==> src/rtl/load_store_unit_if.sv <==
// Request/response handshake and data-memory bus of the load/store unit.
// slave: the unit itself; master: execute stage plus memory that surround it.
interface load_store_unit_if;
  logic        req_valid;
  logic        req_ready;
  logic        req_we;
  logic [1:0]  req_size;
  logic        req_unsigned;
  logic [31:0] req_addr;
  logic [31:0] req_wdata;
  logic        rsp_valid;
  logic        rsp_ready;
  logic [31:0] rsp_rdata;
  logic        rsp_err;
  logic [31:0] mem_A;
  logic [31:0] mem_WD;
  logic        mem_WE;
  logic [31:0] mem_RD;

  modport slave (
    input  req_valid, req_we, req_size, req_unsigned, req_addr, req_wdata,
    input  rsp_ready, mem_RD,
    output req_ready, rsp_valid, rsp_rdata, rsp_err, mem_A, mem_WD, mem_WE
  );

  modport master (
    output req_valid, req_we, req_size, req_unsigned, req_addr, req_wdata,
    output rsp_ready, mem_RD,
    input  req_ready, rsp_valid, rsp_rdata, rsp_err, mem_A, mem_WD, mem_WE
  );
endinterface

==> src/rtl/load_store_unit.sv <==
// Load/store unit for a word-wide memory: lane select, extension, RMW sub-word stores.
// Optional MISALIGN_TRAP_EN: misaligned half/word requests answer at once with rsp_err.
//
// Handshakes: a transfer happens on a rising edge where valid && ready are both high;
// valid holds its payload until that edge, and ready never depends on valid.
module load_store_unit #(
  parameter int MEM_WORDS_LOG2 = 8
) (
  input  logic               clk,
  input  logic               rst_n,
  load_store_unit_if.slave   bus,
  output logic [1:0]         dbg_state
);

  localparam int IW = MEM_WORDS_LOG2;

  typedef enum logic [1:0] {
    IDLE  = 2'd0,
    READ  = 2'd1,
    WRITE = 2'd2,
    RESP  = 2'd3
  } state_t;

  state_t        state_q, state_d;
  logic          we_q;
  logic [1:0]    size_q;
  logic          uns_q;
  logic [IW-1:0] idx_q;
  logic [1:0]    off_q;
  logic [31:0]   wdata_q;
  logic [31:0]   rdata_q;
  logic          err_q;

  logic          accept;
  logic          misalign;
  logic [1:0]    off_norm;
  logic [31:0]   shifted;
  logic [31:0]   load_val;
  logic [31:0]   lane_mask;
  logic [31:0]   merged;
  logic [31:0]   word_addr;
  logic          unused_addr_bits;

  assign accept    = (state_q == IDLE) && bus.req_valid;
  assign word_addr = {{(30-IW){1'b0}}, idx_q, 2'b00};
  assign unused_addr_bits = ^bus.req_addr[31:IW+2];

`ifdef MISALIGN_TRAP_EN
  assign misalign = ((bus.req_size == 2'b01) && bus.req_addr[0]) ||
                    (bus.req_size[1] && (bus.req_addr[1:0] != 2'b00));
`else
  assign misalign = 1'b0;
`endif

  // Low address bits that the access size cannot use are dropped, not trapped.
  always_comb begin
    off_norm = 2'b00;
    case (bus.req_size)
      2'b00:   off_norm = bus.req_addr[1:0];
      2'b01:   off_norm = {bus.req_addr[1], 1'b0};
      default: off_norm = 2'b00;
    endcase
  end

  always_comb begin
    shifted   = bus.mem_RD >> {off_q, 3'b000};
    load_val  = bus.mem_RD;
    lane_mask = 32'hFFFF_FFFF;
    case (size_q)
      2'b00: begin
        load_val  = {{24{~uns_q & shifted[7]}}, shifted[7:0]};
        lane_mask = 32'h0000_00FF << {off_q, 3'b000};
      end
      2'b01: begin
        load_val  = {{16{~uns_q & shifted[15]}}, shifted[15:0]};
        lane_mask = 32'h0000_FFFF << {off_q, 3'b000};
      end
      default: begin
        load_val  = bus.mem_RD;
        lane_mask = 32'hFFFF_FFFF;
      end
    endcase
    merged = (bus.mem_RD & ~lane_mask) | ((wdata_q << {off_q, 3'b000}) & lane_mask);
  end

  always_ff @(posedge clk or negedge rst_n) begin
    if (!rst_n) state_q <= IDLE;
    else        state_q <= state_d;
  end

  // Memory strobes come only from the state register so reset kills them at once.
  always_comb begin
    state_d       = state_q;
    bus.req_ready = 1'b0;
    bus.rsp_valid = 1'b0;
    bus.mem_A     = 32'h0;
    bus.mem_WD    = 32'h0;
    bus.mem_WE    = 1'b0;
    case (state_q)
      IDLE: begin
        bus.req_ready = 1'b1;
        if (bus.req_valid) begin
          if (misalign)          state_d = RESP;
          else if (!bus.req_we)  state_d = READ;
          else if (bus.req_size[1]) state_d = WRITE;
          else                   state_d = READ;
        end
      end
      READ: begin
        bus.mem_A = word_addr;
        state_d   = we_q ? WRITE : RESP;
      end
      WRITE: begin
        bus.mem_A  = word_addr;
        bus.mem_WD = wdata_q;
        bus.mem_WE = 1'b1;
        state_d    = RESP;
      end
      RESP: begin
        bus.rsp_valid = 1'b1;
        if (bus.rsp_ready) state_d = IDLE;
      end
      default: state_d = IDLE;
    endcase
  end

  always_ff @(posedge clk or negedge rst_n) begin
    if (!rst_n) begin
      we_q    <= 1'b0;
      size_q  <= 2'b00;
      uns_q   <= 1'b0;
      idx_q   <= '0;
      off_q   <= 2'b00;
      wdata_q <= 32'h0;
      rdata_q <= 32'h0;
      err_q   <= 1'b0;
    end else if (accept) begin
      we_q    <= bus.req_we;
      size_q  <= bus.req_size;
      uns_q   <= bus.req_unsigned;
      idx_q   <= bus.req_addr[IW+1:2];
      off_q   <= off_norm;
      wdata_q <= bus.req_wdata;
      rdata_q <= 32'h0;
      err_q   <= misalign;
    end else if (state_q == READ) begin
      if (we_q) wdata_q <= merged;
      else      rdata_q <= load_val;
    end
  end

  assign bus.rsp_rdata = rdata_q;
  assign bus.rsp_err   = err_q;
  assign dbg_state     = state_q;

endmodule
==> src/flat_wrapper.sv <==
// flat-port wrapper written by rule: the top's interface ports become plain ports
module load_store_unit_flat 
#(
  parameter int MEM_WORDS_LOG2 = 8
)
  (clk, rst_n, dbg_state, bus_req_valid, bus_req_we, bus_req_size, bus_req_unsigned, bus_req_addr, bus_req_wdata, bus_rsp_ready, bus_mem_RD, bus_req_ready, bus_rsp_valid, bus_rsp_rdata, bus_rsp_err, bus_mem_A, bus_mem_WD, bus_mem_WE);
  load_store_unit_if bus_i ();
  input  logic clk;
  input  logic rst_n;
  output logic [1:0] dbg_state;
  input wire logic [$bits(bus_i.req_valid)-1:0] bus_req_valid;
  input wire logic [$bits(bus_i.req_we)-1:0] bus_req_we;
  input wire logic [$bits(bus_i.req_size)-1:0] bus_req_size;
  input wire logic [$bits(bus_i.req_unsigned)-1:0] bus_req_unsigned;
  input wire logic [$bits(bus_i.req_addr)-1:0] bus_req_addr;
  input wire logic [$bits(bus_i.req_wdata)-1:0] bus_req_wdata;
  input wire logic [$bits(bus_i.rsp_ready)-1:0] bus_rsp_ready;
  input wire logic [$bits(bus_i.mem_RD)-1:0] bus_mem_RD;
  output wire logic [$bits(bus_i.req_ready)-1:0] bus_req_ready;
  output wire logic [$bits(bus_i.rsp_valid)-1:0] bus_rsp_valid;
  output wire logic [$bits(bus_i.rsp_rdata)-1:0] bus_rsp_rdata;
  output wire logic [$bits(bus_i.rsp_err)-1:0] bus_rsp_err;
  output wire logic [$bits(bus_i.mem_A)-1:0] bus_mem_A;
  output wire logic [$bits(bus_i.mem_WD)-1:0] bus_mem_WD;
  output wire logic [$bits(bus_i.mem_WE)-1:0] bus_mem_WE;
  assign bus_i.req_valid = bus_req_valid;
  assign bus_i.req_we = bus_req_we;
  assign bus_i.req_size = bus_req_size;
  assign bus_i.req_unsigned = bus_req_unsigned;
  assign bus_i.req_addr = bus_req_addr;
  assign bus_i.req_wdata = bus_req_wdata;
  assign bus_i.rsp_ready = bus_rsp_ready;
  assign bus_i.mem_RD = bus_mem_RD;
  assign bus_req_ready = bus_i.req_ready;
  assign bus_rsp_valid = bus_i.rsp_valid;
  assign bus_rsp_rdata = bus_i.rsp_rdata;
  assign bus_rsp_err = bus_i.rsp_err;
  assign bus_mem_A = bus_i.mem_A;
  assign bus_mem_WD = bus_i.mem_WD;
  assign bus_mem_WE = bus_i.mem_WE;
  load_store_unit #(.MEM_WORDS_LOG2(MEM_WORDS_LOG2)) u_core (.clk(clk), .rst_n(rst_n), .bus(bus_i), .dbg_state(dbg_state));
endmodule
==> config.mk <==
export PLATFORM = sky130hd
export DESIGN_NAME = load_store_unit_flat
export DESIGN_NICKNAME = d
export VERILOG_FILES = /design/src/rtl/load_store_unit_if.sv /design/src/rtl/load_store_unit.sv /design/src/flat_wrapper.sv
export SDC_FILE = /design/constraint.sdc
export NUM_CORES = 1
export LEC_CHECK = 0
export ABC_AREA = 1
export CORE_MARGIN = 1.5
export CORE_UTILIZATION = 30
export CTS_BUF_LIST = sky130_fd_sc_hd__clkbuf_8
export DETAILED_ROUTE_END_ITERATION = 8
export PLACE_DENSITY_LB_ADDON = 0.05
export RECOVER_POWER = 50
export SLEW_MARGIN = 10
export SYNTH_ARGS = -nofsm -noshare
export SYNTH_HDL_FRONTEND = slang
export SYNTH_SLANG_ARGS = --single-unit
==> constraint.sdc <==
create_clock -name clk -period 2.4 [get_ports clk]
set_input_delay 0.36 -clock clk [delete_from_list [all_inputs] [get_ports clk]]
set_output_delay 0.36 -clock clk [all_outputs]
set_load 0.02 [all_outputs]
Yosys cells after proc, flatten, opt, wreduce, memory -nomap -nowiden
Index checks and enable logic that the tools add are counted.
Operators by class
  bitwise gates (word level): 7
  eq/ne operators: 8
  order comparisons: 0
  multipliers: 0
  shifts and indexed selects: 4
  div/mod/pow operators: 0
  $add $sub $neg: 0
  reduce and logical (&&, ||, !) cells: 10
  mux-type cells: 20
Operators with widths (count)
  $mux 32: 7
  $pmux 32 s2: 2
  $and 32x32->32: 2
  $not 32->32: 1
  $or 32x32->32: 1
  $shl 16x5->32 const A: 1
  $shl 32x5->32: 1
  $shl 8x5->32 const A: 1
  $shr 32x5->16: 1
  $mux 10: 1
  $mux 2: 4
  $pmux 2 s4: 1
  $eq 2x1->1 const B: 3
  $logic_not 2->1: 3
  $ne 2x2->1 const B: 3
  $reduce_and 2->1: 3
  $eq 2x2->1 const B: 2
  $mux 1: 4
  $pmux 2 s2: 1
  $reduce_bool 2->1: 2
  $and 1x1->1: 2
  $reduce_or 2->1: 1
  $logic_and 1x1->1: 1
  $not 1->1: 1
Word-level totals
  input bits: 104
  bits in latches: 0
  flip-flop bits (word level): 80
  memories kept: 0
  ROM bits: 0
  logic and storage cells: 57
  bits in writable memories: 0
  output and inout port bits: 102

Longest topological paths before layout
Gate-level depths: netlist (run 1).
  depth in word-level cells: 8
  depth in mapped cells: 11
  mapped depth without buffers: 9

Worst setup path after synthesis (run 1)
Ideal clock, no wire load.
  path kind: reg2out
  start: reg u_core.state_q[0], in the netlist u_core.dbg_state[0]
  end: out bus_mem_WD[10]
  slack: 0.451 ns
  arrival: 1.589 ns
  cell stages (with the launch flop): 7
  path buffers: 2
  data required time: 2.040 ns
  cell sequence: dfrtp_1 inv_1 ha_1 clkbuf_1 clkbuf_1 nand2_1 inv_1
Between the ends
  cells in the longest elaborated chain, start to end: 2
RTL lines
  from (decl): RTL line load_store_unit.sv:24  | state_t state_q, state_d;
  from (signal assigned): RTL line load_store_unit.sv:88  | else state_q <= state_d;
  $eq 2x2->1: RTL line load_store_unit.sv:99  | case (state_q)
  $mux 32: RTL line load_store_unit.sv:99
  to (decl): RTL line flat_wrapper.sv:24  | output wire logic [$bits(bus_i.mem_WD)-1:0] bus_mem_WD;
No other way between the ends.

Final worst setup path (run 1)
  start: reg u_core.state_q[0], in the netlist u_core.dbg_state[0]
  end: out bus_mem_WD[24]
Same word-level chain as after synthesis.

==> results, run 1 <==
- The number of antenna violations at the first check in global routing is 0.
- The number of buffers inserted during clock tree synthesis is 9.
- The critical path starts at u_core.dbg_state[0].
- The number of hold violations in the final report is 0.
- The row count is 49.
- The via count is 5497.
- The post-synthesis sequential area ratio is 0.3616.
- For this block, the routed nets add up to between 15000 and 20000 µm of wire.
- Pin placement for this block handled just over 200 I/O pins.
- TritonCTS built the clock tree.
- The slowest stage of the critical path is the dfrtp_1 cell.
- The setup check on the worst reg-to-reg path leaves a slack of 290 ps.
- The clock sink count is 80.
- Detailed placement finished with a half-perimeter wire length of 14420 µm.
- The run finished with clean final reports.
- Once detail routing completed, the nets flagged for antenna violations numbered 0.
- The design draws 9502 µW.
- The congestion estimate from routability-driven global placement came to 0.8109.
- The setup slack after layout is ~250 ps.
- After clock tree synthesis, the clock-pin slew on the worst setup and hold paths is 80 ps.
- The maximum VDD drop is 0.4904 mV.
- The delay contributed by the slowest stage of the critical path is 430 ps.
- The worst setup skew after layout is 11.80 ps.
- Synthesis produced a netlist whose cell count is between 800 and 900.
- Yosys printed 0 warnings.
- After the flow finishes, the layout carries non-filler instances totaling 1226.
- The detailed-route DRC error count is 0.
- CTS placed an instance of clkbuf_8 at the clock tree root.
- The minimum clock period after layout is 2154 ps.
- A synthesized cell averages 6.537 µm².
- The data arrival time at the worst-slack endpoint is 1790 ps.
- The remaining max-slew budget at the tightest pin is 0.3729.
- In this run the critical register-to-register path is launched from u_core.dbg_state[0].
- The critical register-to-register path endpoint is u_core.wdata_q[14].
- For this run, the top clock speed supported by timing is 464.4 MHz.
- The quantity of I/O buffers inserted on ports is 158.
- The first global-routing pass estimated about 30000 µm of wire.
- The worst setup path category is reg2out.
- The cell area after layout is roughly 7500 µm².
- The deepest clock path buffer count is 2.
- The fraction of the cycle the final worst path needs is 0.8973.
- The pre-antenna-repair detailed-routing pass consisted of 5 iterations.
- The via count of the first global-routing pass is 5361.
- The total global routing overflow is 0.
- Along the worst path, the maximum fanout reaches 34.
- The cell depth of the worst flop-to-flop path is 8.
- The chip width is 138.9 µm.
- The number of fill cells in the layout is 2010.
- After synthesis the cells add up to 5537 µm².
- For this run, the total global-route usage over all layers was measured as 0.1968.
- The cell area power density is 1275 nW/µm².
- The core region is 18020 µm².
- The synthesized design contains 80 register bits.
- The standby leakage power is 0.004346 µW.
- The cell that appears most often on the critical path is inv_1.
- In the final layout, the share of cells above drive strength 1 is 0.07021.
- The count of max-cap constraint violations is 0.
- Leaving out fill and tap cells, the most frequent cells in the layout are nand2_1 (372), clkdlybuf4s50_1 (86), dfrtp_1 (80).
- The transition at the pin with the smallest max-transition slack is 940.6 ps.
- Before CTS, the worst setup slack after placement is 294.5 ps.
- The height of the chip is approximately 140 µm.
- Traced cell by cell, the critical path runs through inv_1 -> ha_1 -> buf_12 -> nand2_1 -> inv_1 -> dlygate4sd2_1.
- The kind of start point of the critical path is a register.
- The die covers 19280 µm².
- The signed area change from the synthesized netlist to the final layout is 34.64%.
- The category of the worst setup path capture point is a primary output.
- Dividing the detail-routed wire length by the instance count gives 15.32 µm.
- The starting utilization of the core area is 0.3072.
- Data on the critical path is required at its endpoint by 2040 ps.
- In the final design database the tool counted around 1.1k nets.
- The number of DRC markers after the initial detailed-route iteration is about 280.
- The H-tree was split into 3 levels.
- Setup repair after global routing left no endpoint under its margin.
- The worst-skew pair later-pin latency is 390 ps.
- The timing endpoint of the critical path is bus_mem_WD[24].
- Setup violations remaining at the end of the flow were counted as 0.
- The worst hold slack is about 480 ps.
- The most frequent standard cell in the layout excluding fill and tap cells is nand2_1.
- Once placement completed, the tool counted placed cells totaling 1208.
- The post-place instance area is 7256 µm².
- The class of the tightest hold or removal check is reg2reg.
- The number of diodes is 0.
- The maximum number of pins on one net before global-route repair is 58.
- In the routed layout, each cell is associated on average with a via count of 4.484.
- The number of max-slew violations in the final report is 0.
- The netlist uses 34 different library cells.
[worst max-delay path, delay by kind of cell (launching register included)]
family / cells / cell delay (ps)
fa+ha+maj: 1 / 200
buf+inv: 4 / 680
flops: 1 / 430
simple gates: 1 / 70
[cell families (layout without fill, tap and decap cells)]
| kind of cell | Yosys count | after routing | share of synthesized area |
|---|---|---|---|
| AOI/OAI and AO/OA | 65 | 65 | 0.07322 |
| adders and majority gates | 5 | 5 | 0.01130 |
| other | 1 | 25 | 0.0006773 |
| and+or+nand+nor | 549 | 549 | 0.4210 |
| DFF | 80 | 80 | 0.3616 |
| buffers and inverters | 146 | 272 | 0.1304 |
| muxes | 1 | 1 | 0.001808 |
[cells in the mapped netlist (all sizes together)]
cell | n | area [µm²]
nor2 | 72 | 341.6
o22ai | 3 | 18.77
a21oi | 9 | 45.04
o21ai | 36 | 214.0
o31ai | 1 | 7.510
buf | 57 | 380.4
inv | 82 | 315.3
ha | 5 | 62.56
and2 | 2 | 12.51
nand3 | 82 | 445.4
mux2i | 1 | 10.01
nand2 | 391 | 1520
a22oi | 1 | 7.510
or2 | 1 | 6.260
dfrtp | 80 | 2002
conb | 1 | 3.750
o211ai | 15 | 112.6
clkbuf | 7 | 26.28
nor3 | 1 | 5.000
[metrics by stage]
step                utilization  setup TNS (ps)
floorplan                     -               0
global placement         0.4025               0
detailed placement       0.4025               0
CTS                      0.4139          -14.07
global route             0.4136               0
finish                   0.4136               0
[timing repair]
item | 4_1_cts | 5_1_grt
endpoints found under the hold margin | 34 | 0
hold buffers | 1 | 0
setup buffers | 0 | 1
endpoints found under the setup margin | 40 | 9
resized for setup | 34 | 9
[power by group]
part	leakage [µW]	internal [µW]	switching [µW]	total, µW
clock	0.000110	608	538	1150
combinational	0.00321	2120	3850	5970
sequential	0.00102	1910	481	2390
total	0.00435	4640	4870	9500
[final cells by class]
cell class	instances	area (µm²)	share of cell area
repair buffers	174	1729	0.2320
inverters	82	315.3	0.04230
flip-flops and latches	80	2002	0.2685
well taps	229	286.5	0.03844
clock buffers	10	137.6	0.01846
clock inverters	6	83.83	0.01125
multi-input cells	645	2900	0.3891
[per-layer routing]
layer | global-route usage | routed length [µm]
met1 | 0.2654 | 8814
met2 | 0.3202 | 8644
met3 | 0.04178 | 1062
met4 | 0.05263 | 257
met5 | 0 | 0
[worst min-delay path by stage]
stage,from,endpoint,slack (ps),cells after the start
floorplan,rst_n,asynchronous set/reset pin,60,0
global placement,rst_n,asynchronous set/reset pin,360,1
detailed placement,rst_n,asynchronous set/reset pin,360,1
CTS,bus_req_addr[3],u_core.idx_q[1],480,3
global route,bus_req_addr[3],u_core.idx_q[1],500,3
finish,u_core.bus.rsp_rdata[20],u_core.bus.rsp_rdata[20],480,2
Power figures use the tool's default switching activity.
==> run 2: changes to the inputs <==
--- a/config.mk
+++ b/config.mk
@@ -5,14 +5,16 @@
 export SDC_FILE = /design/constraint.sdc
 export NUM_CORES = 1
 export LEC_CHECK = 0
-export ABC_AREA = 1
+export ABC_AREA = 0
+export CELL_PAD_IN_SITES_DETAIL_PLACEMENT = 1
+export CELL_PAD_IN_SITES_GLOBAL_PLACEMENT = 2
 export CORE_MARGIN = 1.5
-export CORE_UTILIZATION = 30
+export CORE_UTILIZATION = 27
 export CTS_BUF_LIST = sky130_fd_sc_hd__clkbuf_8
 export DETAILED_ROUTE_END_ITERATION = 8
 export PLACE_DENSITY_LB_ADDON = 0.05
 export RECOVER_POWER = 50
-export SLEW_MARGIN = 10
+export SLEW_MARGIN = 20
 export SYNTH_ARGS = -nofsm -noshare
 export SYNTH_HDL_FRONTEND = slang
 export SYNTH_SLANG_ARGS = --single-unit
==> results, run 2 <==
- The flow ran to the end, but the final reports show violations.
- The final reports fail on DRC.
- Summing over every cut layer, the via total after detailed routing is 4936.
- The worst setup path is launched from a register.
- The worst-case IR drop observed on VDD is 0.4320 mV.
- The multi-input combinational cell area is 2646 µm².
- In this run the count of I/O pins placed on the die edge is approximately 210.
- Counting along the longest clock path gives a buffer depth of 2.
- At the pin with the least slew margin, the transition time is 962.8 ps.
- The worst-case setup slack after placement is approximately 190 ps.
- Setup violations remaining at the end of the flow were counted as 0.
- The row count is 49.
- The synthesized design spends more area on one cell type than any other, namely dfrtp_1.
- The critical register-to-register path endpoint is u_core.wdata_q[1].
- The first-pass iteration count of the detailed router is 7.
- The delay contributed by the slowest stage of the critical path is approximately 440 ps.
- The commonest cells after synthesis are nand2_1 (90), dfrtp_1 (80), and2_1 (48).
- The maximum number of pins on one net before global-route repair is 46.
- After synthesis the netlist holds a flip-flop and latch count of 80.
- After layout, the worst setup slack is 132.6 ps.
- Sorting the synthesized cells by area gives the leading types as dfrtp_1 (40%), nand2_1 (6.7%), and2_1 (6.0%).
- Traced cell by cell, the critical path runs through inv_1 -> ha_1 -> buf_12 -> and2_1 -> dlygate4sd2_1.
- The critical path ends at bus_mem_WD[7].
- The die covers 19390 µm².
- The tree is rooted in a clkbuf_8.
- In this run the static leakage power is 0.003165 µW.
- The worst setup path is captured at a primary output.
- For this run, the total global-route usage over all layers was measured as 0.2045.
- The final net count is 843.
- The dominant cell by count in the synthesized netlist is nand2_1.
- Of the total synthesized cell area, the portion taken by full adders, half adders and majority gates is 0.01248.
- Dividing the detail-routed wire length by the instance count gives between 20 and 25 µm.
- The number of antenna violations at the first check in global routing came to 0.
- The placer's final routability congestion estimate is ~0.82.
- The worst setup path is of the reg2out kind.
- The parity-gate share of the synthesized area counting xor and xnor cells is 0.
- The portion of synthesized area spent on multiplexers is 0.05116.
- The number of hold violations in the final report came to 0.
- In this run the worst path has a maximum fanout of 33.
- The area growth from synthesis to layout is 39.56%.
- The slowest stage of the critical path belongs to the cell dfrtp_1.
- Dividing the final minimum period by the clock period gives 0.9447.
- Setup repair after global routing left no endpoint under its margin.
- Using the TritonRoute via totals, the vias-per-cell ratio works out to 5.099.
- The count of flip-flops with a built-in enable after synthesis is 0.
- The number of diodes is 0.
- The most frequent standard cell in the layout excluding fill and tap cells is clkdlybuf4s50_1.
- The average instance in the mapped netlist occupies 8.629 µm².
- The total global routing overflow is 0.
- The number of buffers inserted during clock tree synthesis is 9.
- The cell depth of the worst flop-to-flop path is 6.
- The routed wire length is 19530 µm.
- Of the total power, the clock network draws 0.108.
- The simple-gate share of the synthesized area is 0.1999.
- The via count of the first global-routing pass is 5189.
- The worst-skew pair later-pin latency is 380 ps.
- The layout has 2124 filler cells.
- The fraction of synthesis flops using an asynchronous set or reset pin is 1.000.
- Registers take 2002 µm².
- The part of the power in registers is 0.267.
- The register-to-register setup slack is 210 ps.
- The synthesized netlist contains 47 unique library cells.
- The worst flop-to-flop path startpoint is u_core.dbg_state[0].
- The count of max-cap constraint violations is 0.
- In this run the standard cell core region covers around 18000 µm².
- The net switching fraction of the power is 0.4843.
- In this run the power density over the cells is between 1000 and 1500 nW/µm².
- The top achievable clock speed is 441.0 MHz.
- Once detail routing completed, the nets flagged for antenna violations numbered 0.
- CTS saw 80 sinks.
- STA puts the critical path data required time at 2040 ps.
- The class of the tightest hold or removal check is reg2reg.
- The combinational power share is 0.625.
- The Yosys warning count is 0.
- Once detailed placement completed, the half-perimeter wirelength came to 14860 µm.
- The TritonCTS clock tree is done.
- Setup total negative slack on the finished layout was measured at 0 ps.
- Summed over all nets, the switching power comes to 4433 µW.
- The number of H-tree levels is 3.
- The minimum clock period after layout is 2267 ps.
- The remaining max-slew budget at the tightest pin is 0.3582.
- The clock-pin slew on the worst setup and hold paths is 90 ps.
- For this configuration, the core starts out at a cell density of 0.2772.
- The synthesized-area fraction occupied by ao, oa, aoi and oai cells is 0.2433.
- In the final layout, the share of cells above drive strength 1 is 0.07037.
- The start point of the critical path is u_core.dbg_state[0].
- The chip width is 139.3 µm.
- In this run, the number of DRC markers left after iteration 0 of detailed routing was 259.
- Data arrives at the worst endpoint at 1910 ps.
- Synthesis handed over a netlist of 581 instances.
- The main combinational cell family by area after synthesis is compound AO/OA/AOI/OAI gates.
- The share of synthesized area in the top cell type comes to 0.3993.
- The first-pass GRT wire length is 30660 µm.
- After synthesis the cells add up to ~5000 µm².
- The dominant register cell in the synthesized netlist is dfrtp_1.
- For the final database, setup skew stands at 13.69 ps.
- The number of max-slew violations in the final report is 0.
- The internal cell power is 4720 µW.
- In the routed design, unresolved DRC markers number 8.
- The quantity of I/O buffers inserted on ports is 158.
- The floorplan step set the die height to 139.3 µm.
- The share of the Yosys chip area taken by registers is 0.3993.
- Leaving out fill and tap cells, the most frequent cells in the layout are clkdlybuf4s50_1 (93), nand2_1 (90), dfrtp_1 (80).
## run 2: changes by cell type after synthesis, moves of 24 or more
cell / before / now
and2_1: 2 / 48
nand2_1: 372 / 90
clkbuf_1: 7 / 33
nor2_1: 64 / 37
a22oi_1: 1 / 25
nand3_1: 78 / 1
inv_1: 77 / 20
## run 2: through the flow
step | total power [µW] | instance area [µm²] | utilization | hold WS (ps) | std cells
final | 9154 | 6997 | 0.3869 | 481.7 | 968
after global routing | 9917 | 6997 | 0.3869 | 496.2 | 968
after CTS | 9318 | 7020 | 0.3882 | 487.3 | 968
after detailed placement | 8491 | 6874 | 0.3801 | 371.6 | 951
after global placement | 8378 | 6874 | 0.3801 | 367.7 | 951
after floorplan | 5983 | 5104 | - | 64.41 | 605
## run 2: what timing repair did
item | CTS | global route
endpoints found under the hold margin | 35 | 0
hold buffers | 1 | 0
setup buffers | 0 | 0
endpoints found under the setup margin | 40 | 0
resized for setup | 41 | 0
## run 2: cells by family after synthesis
group                    Yosys count
AND/OR/NAND/NOR                  210
AO/OA/AOI/OAI                    168
buffers and inverters             93
flip-flops                        80
multiplexers                      24
adder cells (fa/ha/maj)            5
other                              1
## run 2: cell type report
cell class              instances  share of cell area
multi-input cells             432              0.3782
flip-flops and latches         80              0.2861
repair buffers                190              0.2572
well taps                     229             0.04095
clock buffers                  12             0.02361
inverters                      21             0.01127
clock inverters                 4            0.002682
## run 2: worst min-delay path by stage
stage                                  from                          to  slack [ps]  cells after the start
finish              u_core.bus.rsp_rdata[1]     u_core.bus.rsp_rdata[1]         480                      2
CTS                         u_core.idx_q[2]             u_core.idx_q[2]         490                      2
detailed placement                    rst_n  asynchronous set/reset pin         370                      1
floorplan                             rst_n  asynchronous set/reset pin          60                      0
global route                bus_req_addr[8]             u_core.idx_q[6]         500                      3
global placement                      rst_n  asynchronous set/reset pin         370                      1
## run 2: routing by layer
layer  track usage  vias to the layer above  wire length, µm
li1              -                     2343                -
met1        0.2796                     2418             9076
met2        0.3247                      157             8980
met3       0.04061                       18             1155
met4       0.06495                        0              320
met5             0                        -                0
## run 2: critical path: cells and delay by family, from the launching register on
kind / cells / cell delay [ps]
fa+ha+maj: 1 / 240
buf+inv: 3 / 680
flops: 1 / 440
simple gates: 1 / 160
## run 2: power groups by stage
stage	clock, µW	combinational, µW	sequential [µW]
5_1_grt	1080	6300	2540
4_1_cts	1010	5840	2460
3_3_place_gp	0	5920	2460
2_1_floorplan	0	3490	2490
6_report	986	5720	2440
3_5_place_dp	0	6010	2480
